$ cat src/rtl/regfile_mp.sv
// regfile_mp: parametrised multi-read-port GPR file, clear engine, snapshot.
// Optional build macro REGFILE_BYPASS_EN adds write-to-read forwarding.
module regfile_mp #(
  parameter int XLEN      = 32,
  parameter int DEPTH     = 32,
  parameter int NREAD     = 2,
  parameter int SNAP_REGS = 8,
  localparam int AW       = $clog2(DEPTH)
) (
  input  logic                      CLK,
  input  logic                      RST,
  input  logic [NREAD*AW-1:0]       RA,
  output logic [NREAD*XLEN-1:0]     RD,
  input  logic                      WE,
  input  logic [AW-1:0]             WA,
  input  logic [XLEN-1:0]           WD,
  output logic                      W_READY,
  input  logic                      CLR_REQ,
  output logic                      BUSY,
  output logic [SNAP_REGS*XLEN-1:0] SNAP
);

  typedef enum logic {
    S_IDLE  = 1'b0,
    S_CLEAR = 1'b1
  } state_t;

  localparam logic [AW-1:0] IDX_ONE  = AW'(1);
  localparam logic [AW-1:0] IDX_LAST = AW'(DEPTH - 1);

  state_t          r_state;
  state_t          w_state_nxt;
  logic [AW-1:0]   r_idx;
  logic [AW-1:0]   w_idx_nxt;
  logic [XLEN-1:0] r_mem [DEPTH];
  logic            w_wr;

  assign W_READY = (r_state == S_IDLE) && !RST;
  assign BUSY    = (r_state == S_CLEAR);
  assign w_wr    = WE && W_READY && (WA != '0);

  always_ff @(posedge CLK) begin
    if (RST) begin
      r_state <= S_IDLE;
      r_idx   <= IDX_ONE;
    end else begin
      r_state <= w_state_nxt;
      r_idx   <= w_idx_nxt;
    end
  end

  always_comb begin
    w_state_nxt = r_state;
    w_idx_nxt   = r_idx;
    unique case (r_state)
      S_IDLE: begin
        if (CLR_REQ) begin
          w_state_nxt = S_CLEAR;
          w_idx_nxt   = IDX_ONE;
        end
      end
      S_CLEAR: begin
        if (r_idx == IDX_LAST) begin
          w_state_nxt = S_IDLE;
          w_idx_nxt   = IDX_ONE;
        end else begin
          w_idx_nxt = r_idx + IDX_ONE;
        end
      end
      default: begin
        w_state_nxt = S_IDLE;
        w_idx_nxt   = IDX_ONE;
      end
    endcase
  end

  // Writes and the clear walk never overlap: W_READY is low in CLEAR.
  always_ff @(posedge CLK) begin
    if (RST) begin
      for (int i = 0; i < DEPTH; i++) begin
        r_mem[i] <= '0;
      end
    end else begin
      if (w_wr) begin
        r_mem[WA] <= WD;
      end
      if (r_state == S_CLEAR) begin
        r_mem[r_idx] <= '0;
      end
    end
  end

  for (genvar p = 0; p < NREAD; p++) begin : g_rd
    logic [AW-1:0]   w_ra;
    logic [XLEN-1:0] w_rdata;
    logic [XLEN-1:0] r_rd;

    assign w_ra = RA[p*AW +: AW];

    always_comb begin
      w_rdata = '0;
      if (w_ra != '0) begin
        w_rdata = r_mem[w_ra];
      end
`ifdef REGFILE_BYPASS_EN
      if (w_wr && (w_ra == WA)) begin
        w_rdata = WD;
      end
`endif
    end

    always_ff @(posedge CLK) begin
      if (RST) begin
        r_rd <= '0;
      end else begin
        r_rd <= w_rdata;
      end
    end

    assign RD[p*XLEN +: XLEN] = r_rd;
  end

  // Highest register lands in the most significant word.
  for (genvar k = 0; k < SNAP_REGS; k++) begin : g_snap
    assign SNAP[k*XLEN +: XLEN] = r_mem[DEPTH-SNAP_REGS+k];
  end

endmodule

$ cat config.mk
export PLATFORM = sky130hd
export DESIGN_NAME = regfile_mp
export DESIGN_NICKNAME = d
export VERILOG_FILES = /design/src/rtl/regfile_mp.sv
export SDC_FILE = /design/constraint.sdc
export NUM_CORES = 2
export LEC_CHECK = 0
export ABC_CLOCK_PERIOD_IN_PS = 5800
export CORE_ASPECT_RATIO = 1.1
export CORE_MARGIN = 3
export CORE_UTILIZATION = 45
export DETAILED_ROUTE_END_ITERATION = 12
export PLACE_DENSITY_LB_ADDON = 0.05
export SYNTH_ARGS = -nofsm -noshare
export SYNTH_HDL_FRONTEND = slang
export SYNTH_SLANG_ARGS = --single-unit
$ cat constraint.sdc
create_clock -name CLK -period 5.8 [get_ports CLK]
set_input_delay 0.58 -clock CLK [delete_from_list [all_inputs] [get_ports CLK]]
set_output_delay 0.58 -clock CLK [all_outputs]
set_load 0.1 [all_outputs]
==> metrics.cfg <==
[clock_network]
post_cts_buffers=0
cts.clk_slew.worst_paths_ns=0.06
htree_levels=3
hold_buffers=0
cts_made_buffers=115
cts_resized=0
cts_sinks=1094
clk_latency_ns=0.74
cts-root-buf=clkbuf_16
cts_tree=yes
cts_max_path_buffers=3

[critical_path]
timing.rr.end=r_mem[0][28]
arrival_ns=4.21
cp-start-kind=flip-flop
ff2ff_path_depth=5
r2r-start=BUSY
cp-end-kind=flip-flop
cp.required_ns=6.21
critPathKind=reg -> reg
r2r_slack_ns=2.00
cp_max_fo=28

[pwr]
ir_drop_mv=0.275
total_leakage_power_nw=21.2
power_density_mw_per_mm2=309
power.total_mw=20.0

[global_route]
grt_pass1_vias=39700
antenna_found_initial=4
gr-total-overflow=0
grt_usage=0.326
grt_max_degree=101
grt_pass1_wl_um=299000

[floorplan]
die_w_um=340
die_y_um=374
start_util=0.455
rows=134
core_sq_mm=0.122
num_io_pins=373
dieArea_sq_mm=0.127

[hold_path]
hold_depth=4
hold_class=in -> reg
hold_end=g_rd[1].r_rd[28]
hold_path.startpoint=RA[9]

[timing]
slew_headroom=0.0768
fin_setup_tns_ns=0
fin_skew_ns=0.0328
finalCritPeriodShare=0.656
drv_slew=0
rsz0062_at_grt=false
whs_ns=0.573
worst_slew_pin_slew_ns=1.38
hold_violations=0
period_needed_ns=3.80
setup_viol=0
final.setup.worst_slack_ns=2.00
max_freq_ghz=0.263

[logic_synthesis]
syn-cell-area_sq_mm=0.0554
synthMostInstantiatedCell=edfxtp_1
ys_ff_latch=1094
yosysWarnings=0
syn_area_per_cell_sq_um=14.8
netlist_top_cells_count=1,024 x edfxtp_1, 852 x nor3_1, 461 x mux4_2, 254 x mux2i_1, 226 x clkbuf_1
ys_types=51
synth.largest_area_cell=edfxtp_1
synth-seq-area-share=0.581
synthCells=3730
ys_async_sr_fraction=0
synth_edf_count=1024
yosys.area.top_type_share=0.555
synth_flop_cell=edfxtp_1
synthTopCellsByArea=edfxtp_1 56%, mux4_2 19%, nor3_1 7.7%

[cells_and_area]
synthToLayoutAreaGrowth_pct=17.1
num-nets-final=3984
layout-drive-gt1-share=0.225

[drt]
routed_wl_um=210000
vias=39000
wire_per_inst_um=37.1
drc=0
via_per_inst=6.88
drtIter0Drc=4835
first_pass_iters=6
final_antenna_net_count=0

[place]
portBuffers=372
post-place-ws_ns=1.49
hpwl_um=130000
gp_congestion=0.857

[status]
status=complete, no violations

[flow_run]
drv_cap=0

[final cells by class]
class                   instances  area [sq um]
multi-input cells            2185         21700
diodes                          3          7.51
repair buffers                530          5210
clock buffers                 159          3230
fillers                     10100         56900
clock inverters                59           548
well taps                    1632          2040
flip-flops and latches       1094         32200
inverters                       5          20.0
[state kept, by name (all words and copies together), names as in the netlist]
register	count
r_mem	1024
g_rd.r_rd	64
r_idx	5
BUSY	1
[worst max-delay path by stage]
| stage | from | end | slack (ns) | depth (start not counted) |
|---|---|---|---|---|
| floorplan | BUSY | r_mem[0][0] | 0.89 | 8 |
| global placement | RST | r_mem[0][26] | 1.53 | 7 |
| detailed placement | RST | r_mem[0][26] | 1.49 | 7 |
| CTS | BUSY | r_mem[0][28] | 2.07 | 5 |
| global route | BUSY | r_mem[0][28] | 1.87 | 5 |
| finish | BUSY | r_mem[0][28] | 2.00 | 5 |
[worst max-delay path, stage by stage, from the launching register on]
cell and delay [ns]:
dfxtp_1 0.85, nand2b_4 0.21, mux2i_4 0.61, nand2b_4 0.37, o21ai_4 1.02, buf_4 0.39
[routing by layer]
metal / vias to the layer above / GRT usage / routed length, um
met5: - / 0 / 13
met4: 2 / 0.148 / 10300
met3: 461 / 0.0577 / 18700
met2: 2448 / 0.534 / 102000
met1: 20500 / 0.426 / 79100
li1: 15600 / - / -
[where the power goes]
part	internal (mW)	switching, mW	leakage (nW)
Combinational	0.954	2.37	8.16
Clock	4.28	3.24	1.87
Sequential	8.97	0.228	11.2
Total	14.2	5.84	21.2
[metrics by stage]
step,area (sq um),std cells,util
2_1_floorplan,55500,3761,-
4_1_cts,64800,5664,0.533
3_3_place_gp,61100,5446,0.502
5_1_grt,64900,5665,0.533
3_5_place_dp,61100,5446,0.502
6_report,64900,5667,0.533
[cell families (layout without fill, tap and decap cells)]
logic type,count (synthesis),after routing,synth area share
flops,1094,1094,0.581
mux,720,720,0.235
other cells,1,35,0.0000677
buf+inv,482,753,0.0397
fa+ha+maj,2,2,0.000452
simple gates,1150,1150,0.105
compound gates,281,281,0.0395
[placed cells by master (no fill, tap or decap), types with 5 or more instances in the layout]
cell type / netlist / final
nand2_4: 0 / 7
and3_1: 6 / 6
a221oi_1: 6 / 6
a21oi_1: 12 / 12
clkdlybuf4s50_1: 0 / 364
nand2_1: 47 / 42
a2111oi_0: 24 / 18
clkbuf_16: 0 / 119
o221ai_1: 58 / 58
edfxtp_1: 1024 / 1024
conb_1: 1 / 32
buf_12: 0 / 23
mux4_2: 461 / 461
a2111oi_1: 0 / 6
dfxtp_1: 70 / 70
mux2i_1: 254 / 254
clkbuf_8: 0 / 10
o22ai_1: 26 / 26
nor3_2: 40 / 40
o31ai_4: 0 / 5
nand4_1: 33 / 33
nor3_1: 852 / 852
o21ai_4: 0 / 28
a211oi_1: 25 / 25
buf_4: 24 / 136
clkinv_2: 0 / 32
clkbuf_1: 226 / 30
a22o_1: 48 / 48
nor2_1: 143 / 141
o22a_1: 32 / 32
clkinv_1: 0 / 12
bufinv_16: 0 / 9
Note: power is estimated with default switching activity, not from simulation.
